<file path="src/rtl/secded_scrubber.sv">
`default_nettype none
// ============================================================================
// Module   : secded_scrubber
// Purpose  : Background walker that reads every 39-bit SECDED codeword,
//            corrects single-bit errors in place and counts uncorrectable ones.
// Revision : 1.0 - initial release
// ============================================================================
module secded_scrubber #(
    parameter int ADDR_W   = 12,
    parameter int INTERVAL = 1024
) (
    input  logic              mclk,
    input  logic              puc_rst,
    input  logic              scrub_en,
    input  logic              mem_busy,
    output logic              mem_req,
    output logic              mem_we,
    output logic [ADDR_W-1:0] mem_addr,
    output logic [38:0]       mem_wdata,
    input  logic [38:0]       mem_rdata,
    output logic [15:0]       scrub_single_cnt,
    output logic [15:0]       scrub_double_cnt,
    output logic [ADDR_W-1:0] scrub_err_addr,
    output logic              scrub_pass_done,
    output logic              scrub_busy
);

    typedef enum logic [2:0] {
        S_IDLE = 3'd0,
        S_WAIT = 3'd1,
        S_RD   = 3'd2,
        S_CAP  = 3'd3,
        S_CHK  = 3'd4,
        S_WB   = 3'd5,
        S_NEXT = 3'd6
    } state_t;

    // Last WAIT count value before moving on; zero interval still spends one cycle.
    localparam logic [15:0] c_wait_last = (INTERVAL == 0) ? 16'd0 : 16'(INTERVAL - 1);

    state_t              r_state;
    state_t              w_state_nxt;
    logic [15:0]         r_wait_cnt;
    logic [ADDR_W-1:0]   r_addr;
    logic [38:0]         r_cap;
    logic [15:0]         r_single_cnt;
    logic [15:0]         r_double_cnt;
    logic [ADDR_W-1:0]   r_err_addr;

    logic [5:0]          w_syn;
    logic                w_ovr;
    logic                w_single;
    logic                w_double;
    logic [5:0]          w_pos;
    logic [38:0]         w_fix;
    logic                w_wait_done;

    // Syndrome bit k covers every position whose 1-based index has bit k set.
    always_comb begin
        w_syn = 6'd0;
        for (int i = 0; i < 38; i++) begin
            for (int k = 0; k < 6; k++) begin
                if ((((i + 1) >> k) & 1) != 0) begin
                    w_syn[k] = w_syn[k] ^ r_cap[i];
                end
            end
        end
    end

    assign w_ovr       = ^r_cap;
    assign w_single    = w_ovr && (w_syn <= 6'd38);
    assign w_double    = (w_ovr && (w_syn > 6'd38)) || (!w_ovr && (w_syn != 6'd0));
    assign w_pos       = (w_syn == 6'd0) ? 6'd38 : (w_syn - 6'd1);
    assign w_fix       = r_cap ^ (39'd1 << w_pos);
    assign w_wait_done = (r_wait_cnt >= c_wait_last);

    always_ff @(posedge mclk) begin
        if (puc_rst) begin
            r_state <= S_IDLE;
        end else begin
            r_state <= w_state_nxt;
        end
    end

    always_comb begin
        w_state_nxt = r_state;
        mem_req     = 1'b0;
        mem_we      = 1'b0;
        case (r_state)
            S_IDLE: if (scrub_en) w_state_nxt = S_WAIT;
            S_WAIT: begin
                if (!scrub_en)        w_state_nxt = S_IDLE;
                else if (w_wait_done) w_state_nxt = S_RD;
            end
            S_RD: begin
                mem_req = 1'b1;
                if (!mem_busy) w_state_nxt = S_CAP;
            end
            S_CAP:  w_state_nxt = S_CHK;
            S_CHK:  w_state_nxt = w_single ? S_WB : S_NEXT;
            S_WB: begin
                mem_req = 1'b1;
                mem_we  = 1'b1;
                if (!mem_busy) w_state_nxt = S_NEXT;
            end
            S_NEXT: w_state_nxt = scrub_en ? S_WAIT : S_IDLE;
            default: w_state_nxt = S_IDLE;
        endcase
    end

    always_ff @(posedge mclk) begin
        if (puc_rst) begin
            r_wait_cnt   <= 16'd0;
            r_addr       <= '0;
            r_cap        <= 39'd0;
            r_single_cnt <= 16'd0;
            r_double_cnt <= 16'd0;
            r_err_addr   <= '0;
        end else begin
            if (r_state != S_WAIT) begin
                r_wait_cnt <= 16'd0;
            end else if (!w_wait_done) begin
                r_wait_cnt <= r_wait_cnt + 16'd1;
            end

            if (r_state == S_CAP) begin
                r_cap <= mem_rdata;
            end

            // The corrected word replaces the capture so WB drives it directly.
            if (r_state == S_CHK) begin
                if (w_single) begin
                    r_cap      <= w_fix;
                    r_err_addr <= r_addr;
                    if (r_single_cnt != 16'hFFFF) r_single_cnt <= r_single_cnt + 16'd1;
                end else if (w_double) begin
                    r_err_addr <= r_addr;
                    if (r_double_cnt != 16'hFFFF) r_double_cnt <= r_double_cnt + 16'd1;
                end
            end

            if (r_state == S_NEXT) begin
                r_addr <= r_addr + 1'b1;
            end
        end
    end

    assign mem_addr         = r_addr;
    assign mem_wdata        = r_cap;
    assign scrub_single_cnt = r_single_cnt;
    assign scrub_double_cnt = r_double_cnt;
    assign scrub_err_addr   = r_err_addr;
    assign scrub_pass_done  = (r_state == S_NEXT) && (&r_addr);
    assign scrub_busy       = (r_state != S_IDLE);

endmodule
`default_nettype wire

</file>
<file path="config.mk">
export PLATFORM = sky130hd
export DESIGN_NAME = secded_scrubber
export DESIGN_NICKNAME = d
export VERILOG_FILES = /design/src/rtl/secded_scrubber.sv
export SDC_FILE = /design/constraint.sdc
export NUM_CORES = 1
export LEC_CHECK = 0
export CORE_MARGIN = 3
export CORE_UTILIZATION = 52
export DETAILED_ROUTE_END_ITERATION = 7
export GPL_ROUTABILITY_DRIVEN = 0
export PLACE_DENSITY = 0.78
export SLEW_MARGIN = 20
export SYNTH_ARGS = -nofsm -noshare
export SYNTH_HDL_FRONTEND = slang
export SYNTH_SLANG_ARGS = --single-unit
</file>
<file path="constraint.sdc">
create_clock -name mclk -period 3.88 [get_ports mclk]
set_input_delay 0.97 -clock mclk [delete_from_list [all_inputs] [get_ports mclk]]
set_output_delay 0.97 -clock mclk [all_outputs]
set_load 0.005 [all_outputs]
</file>
==> flow_summary.toml, run 1 <==
[status]
outcome = "finished clean"

[logic_synthesis]
synth_common_cells = "dfxtp_1, nor2_1, nand2_1"
synth.largest_area_cell = "dfxtp_1"
seq_area_frac_synth = 0.342
yosysMostFrequentCell = "dfxtp_1"
syn_area_um2 = 6660
synth_top_area_frac = 0.342
synth.distinct_cells = 71
ys_ff_latch = 114
yosys_warnings = 0
async_flop_share = 0
synth_edf_count = 0
syn-instance-count = 744
ys.flop_type = "dfxtp_1"
syn_nets = 795
ys_top_cells_by_area = "dfxtp_1, xnor3_1, xnor2_1, nor2_1, xor2_1"
syn_area_per_cell_um2 = 8.96

[placement]
placed_area_um2 = 8310
dp_cells = 1040
post-place-ws_ns = 0.0286
port-buffer-count = 141
dp.final_hpwl_um = 14200

[sta]
min_period_over_period = 0.985
clock_skew_ns = 0.0112
rsz0062_at_grt = "false"
fin_ws_ns = 0.0570
totalNegativeSetupSlack_ns = 0
slew_headroom = 0.278
tightest_slew_ns = 1.08
slew_violations = 0
layout_min_cycle_time_ns = 3.82
fmax_mhz = 262
hold_violations = 0
finalSetupViolCount = 0

[finish]
areaGrowthSynthToFinish_pct = 35.4
antenna_cells = 0
multi_input_area_um2 = 4220
final_cell_area_um2 = 9020
layout-drive-gt1-share = 0.118
final_cells = 1080
fillers = 879
nets = 950
regArea_um2 = 2280

[critical_path]
cp-end-kind = "flop"
crit_type = "flop to flop"
critPathMaxFanout = 7
startpoint_type = "flop"
arrival_ns = 4.15
crit_required_ns = 4.21

[route]
drtIter0Drc = 700
wl_per_cell_um = 18.8
drc = 0
via_count = 6450
routed_wl_um = 20300
drt.antenna.violating_nets = 0
avgViaCountPerCell = 5.97
drt_first_pass_iters = 6

[cts]
cts_tree = "built"
clkLatencyLatePin_ns = 0.43
numCtsBuffers = 17
h-tree-depth = 4
cts_max_path_buffers = 2
clk_pin_slew_worst_paths_ns = 0.06
root_buffer = "clkbuf_16"
cts_hold_buf = 0
cts.sinks = 114

[run]
maxCapViolCount = 0

[floorplan]
row_count = 40
core_area_um2 = 12300
fp.dieH_um = 119
initial_core_util = 0.543
die_w_um = 119
io_pins = 142
dieArea_um2 = 14200

[global_routing]
first_global_vias = 6339
grt_max_degree = 103
globalRouteTotalUtil = 0.282
gr-total-overflow = 0
grt_pass1_wl_um = 32200
grt_antenna_before_repair = 0

[power_and_ir_drop]
vdd_drop_max_v = 0.000860
p_leak_nw = 3.35
power.density_nw_per_um2 = 725

[worst_hold_path]
min_path_type = "flop to flop"
## cells in the final DEF, fill, tap and decap left out, types with 3 or more instances in the layout
master | Yosys | final
a2bb2oi_1 | 7 | 7
buf_4 | 1 | 34
xnor2_1 | 42 | 40
clkdlybuf4s50_1 | 0 | 140
o21ai_0 | 21 | 21
a21oi_1 | 30 | 29
o211ai_1 | 17 | 17
nor2_1 | 95 | 95
clkbuf_16 | 0 | 17
nor3_2 | 3 | 3
dfxtp_1 | 114 | 114
nand2_2 | 0 | 3
nand4_1 | 12 | 12
or3_1 | 22 | 22
inv_1 | 11 | 11
xnor3_1 | 18 | 17
o31ai_4 | 2 | 3
bufinv_16 | 0 | 3
a311oi_1 | 4 | 4
a211oi_1 | 3 | 3
xnor2_2 | 4 | 6
mux2i_1 | 19 | 19
nand3_1 | 35 | 35
a31oi_1 | 14 | 14
nor3_1 | 14 | 14
clkinvlp_4 | 0 | 5
nor4_1 | 8 | 8
and2_1 | 11 | 11
and4_1 | 6 | 6
nand2_1 | 63 | 60
mux2_2 | 3 | 3
and3_1 | 23 | 23
mux2_1 | 4 | 4
xor2_1 | 38 | 38
xnor3_2 | 2 | 3
o311a_1 | 3 | 3
ha_1 | 8 | 8
## per-stage QoR
step | util | hold slack [ns] | power (mW)
global placement | 0.678 | 0.443 | 4.40
floorplan | - | 0.430 | 3.40
finish | 0.736 | 0.464 | 6.55
global route | 0.736 | 0.480 | 6.75
CTS | 0.729 | 0.466 | 6.18
detailed placement | 0.678 | 0.447 | 4.47
## critical path: stages, from the launching register on
cell,delay (ns)
dfxtp_1,0.47
xnor3_1,0.43
xor3_2,0.28
xnor3_2,0.51
ha_1,0.28
nand2_1,0.14
a21o_1,0.17
nand2_2,0.15
o31ai_4,0.49
nand2_2,0.19
or3_1,0.39
a31oi_1,0.22
## power by group
part | internal, mW | total (mW) | switching (mW)
logic | 1.42 | 3.67 | 2.25
registers | 1.20 | 1.26 | 0.0591
clock network | 1.04 | 1.62 | 0.574
total | 3.67 | 6.55 | 2.88
## sequential cells by signal (all words and copies together), names as in the netlist
| register | flops |
|---|---|
| mem_addr | 12 |
| mem_wdata | 39 |
| r_state | 3 |
| r_wait_cnt | 16 |
| scrub_double_cnt | 16 |
| scrub_err_addr | 12 |
| scrub_single_cnt | 16 |
## repair_timing
item | in CTS | in global routing
setup buffers | 2 | 6
setup endpoints to repair | 1 | 41
gates resized for setup | 0 | 10
pin swaps | 0 | 2
## cell families after synthesis
group | share of synthesized area
AOI/OAI and AO/OA | 0.135
DFF | 0.342
muxes | 0.0437
adders and majority gates | 0.0150
and+or+nand+nor | 0.238
xor gates and xnor gates | 0.194
buffers and inverters | 0.0310
## metal layers
metal | wire length, µm | up-vias | track usage
li1 | - | 2959 | -
met1 | 8080 | 3092 | 0.338
met2 | 9840 | 341 | 0.481
met3 | 1700 | 58 | 0.0693
met4 | 675 | 0 | 0.115
met5 | 0 | - | 0
## layout make-up
| cell class | count | area share |
|---|---|---|
| clock buffers | 20 | 0.0506 |
| clock inverters | 12 | 0.0172 |
| inverters | 12 | 0.00499 |
| multi-input cells | 580 | 0.467 |
| flip-flops and latches | 114 | 0.253 |
| well taps | 168 | 0.0233 |
| repair buffers | 174 | 0.184 |
## path summary, 6_finish.rpt
path,to,start,cells past startpoint,slack (ns)
hold / removal,r_wait_cnt[14]$_SDFFE_PP0N_,r_wait_cnt[14]$_SDFFE_PP0N_,1,0.46
setup reg to reg,mem_wdata[18]$_SDFF_PP0_,mem_wdata[28]$_SDFF_PP0_,11,0.06
hold reg to reg,r_wait_cnt[14]$_SDFFE_PP0N_,r_wait_cnt[14]$_SDFFE_PP0N_,1,0.46
setup / recovery,mem_wdata[18]$_SDFF_PP0_,mem_wdata[28]$_SDFF_PP0_,11,0.06
Power figures use the tool's default switching activity.
==> run 2: changes to the inputs <==
- ABC_AREA: default -> 1
- CORE_UTILIZATION: 52 -> 54
- PLACE_DENSITY: 0.78 -> 0.79
==> flow_summary.toml, run 2 <==
[logic_synthesis]
ys_ff_latch = 114
synth.distinct_cells = 38
synth_top_area_frac = 0.283
async_flop_share = 0
synth_common_cells = "nand2_1, inv_1, nand3_1"
ys.flop_type = "dfxtp_1"
synth_edf_count = 0
syn_area_per_cell_um2 = 5.89
syn-instance-count = 1367
synth.largest_area_cell = "dfxtp_1"
syn_area_um2 = 8060
yosys_warnings = 0
seq_area_frac_synth = 0.283
syn_nets = 1418
yosysMostFrequentCell = "nand2_1"
ys_top_cells_by_area = "dfxtp_1, nand2_1, nand3_1, inv_1, a21oi_1"

[placement]
dp.final_hpwl_um = 18500
port-buffer-count = 141

[cts]
clk_pin_slew_worst_paths_ns = 0.06
numCtsBuffers = 17
root_buffer = "clkbuf_16"
h-tree-depth = 4
cts.sinks = 114
cts_max_path_buffers = 2
clkLatencyLatePin_ns = 0.42
cts_tree = "built"

[critical_path]
startpoint_type = "flop"
crit_required_ns = 4.20
arrival_ns = 3.94
critPathMaxFanout = 11
cp-end-kind = "flop"
crit_type = "flop to flop"
reg2reg_depth = 19

[floorplan]
initial_core_util = 0.552
core_area_um2 = 14600
die_w_um = 128
row_count = 44
fp.dieH_um = 128
io_pins = 142
dieArea_um2 = 16400

[finish]
nets = 1550
antenna_cells = 0
layout-drive-gt1-share = 0.0569
fillers = 1304
multi_input_area_um2 = 4910
largest_reg_flops = 39
regArea_um2 = 2280
mostFrequentLayoutCell = "nand2_1"
final_cell_mix = "nand2_1, inv_1, nand3_1, clkdlybuf4s50_1, nor2_1"
areaGrowthSynthToFinish_pct = 27.4

[global_routing]
first_global_vias = 8547
globalRouteTotalUtil = 0.309
grt_max_degree = 63
grt_antenna_before_repair = 0
gr-total-overflow = 0
grt_pass1_wl_um = 41400

[sta]
slew_headroom = 0.503
finalSetupViolCount = 0
fmax_mhz = 276
tightest_slew_ns = 0.745
clock_skew_ns = 0.00910
worst_hold_slack_ns = 0.427
totalNegativeSetupSlack_ns = 0
layout_min_cycle_time_ns = 3.63
min_period_over_period = 0.935
hold_violations = 0
slew_violations = 0

[route]
wl_per_cell_um = 15.0
routed_wl_um = 25500
drt.antenna.violating_nets = 0
drtIter0Drc = 891
drc = 0
avgViaCountPerCell = 5.47
drt_first_pass_iters = 6
via_count = 9278

[run]
maxCapViolCount = 0

[worst_hold_path]
holdPathStages = 2
min_path_type = "flop to flop"

[status]
outcome = "finished clean"
run 2: layout make-up:
| type | count | area share |
|---|---|---|
| Multi-Input combinational cell | 1026 | 0.479 |
| Sequential cell | 114 | 0.223 |
| Timing Repair Buffer | 163 | 0.154 |
| Inverter | 177 | 0.0648 |
| Clock buffer | 18 | 0.0418 |
| Tap cell | 184 | 0.0224 |
| Clock inverter | 14 | 0.0151 |
run 2: repair_timing:
item	in CTS	in global routing
hold endpoints to repair	0	0
setup endpoints to repair	1	36
hold buffers	0	0
pin swaps	0	2
setup buffers	0	5
gates cloned	0	0
gates resized for setup	1	12
run 2: through the flow:
step	std cells	util	instance area, µm²	worst slack [ns]
3_5_place_dp	1659	0.657	9580	0.239
4_1_cts	1691	0.697	10200	0.0222
2_1_floorplan	1367	-	8060	1.15
6_report	1696	0.703	10300	0.253
3_3_place_gp	1659	0.657	9580	0.251
5_1_grt	1696	0.703	10300	-0.000990
run 2: final timing paths:
check / startpoint / end / slack (ns)
hold / removal: r_wait_cnt[12]$_SDFFE_PP0N_ / r_wait_cnt[12]$_SDFFE_PP0N_ / 0.43
hold reg to reg: r_wait_cnt[12]$_SDFFE_PP0N_ / r_wait_cnt[12]$_SDFFE_PP0N_ / 0.43
setup / recovery: mem_wdata[14]$_SDFF_PP0_ / mem_wdata[10]$_SDFF_PP0_ / 0.25
setup reg to reg: mem_wdata[14]$_SDFF_PP0_ / mem_wdata[10]$_SDFF_PP0_ / 0.25
run 2: logic make-up (layout without fill, tap and decap cells):
kind of cell,count (synthesis),in the layout,share of synthesized area
AOI/OAI and AO/OA,195,195,0.124
xor gates and xnor gates,67,67,0.0756
adders and majority gates,8,8,0.0124
buffers and inverters,227,372,0.113
DFF,114,114,0.283
and+or+nand+nor,756,756,0.392
run 2: critical path: stages (launching register included):
cell      delay (ns)
dfxtp_1         0.56
inv_1           0.19
nand2_1         0.11
nand2_1         0.06
nand2_1         0.06
nand2_1         0.08
nand3b_1        0.18
nand4_1         0.10
nand2_1         0.24
ha_1            0.32
nand3_1         0.13
nand2_1         0.12
nor2_1          0.36
nand3_1         0.23
nor2_1          0.30
inv_1           0.11
o21ai_0         0.19
nand3_1         0.09
nand2_1         0.08
inv_1           0.04
run 2: metal layers:
layer  GRT usage  share of wire  up-vias
li1            -              -     4608
met1       0.399           0.42     4164
met2       0.497           0.46      426
met3      0.0738          0.089       80
met4       0.127          0.035        0
met5           0              0        -
Power of run 2 is left out: the tool's default activity adds up to more than one toggle a clock period on the data nets, which glitch-free logic cannot reach.
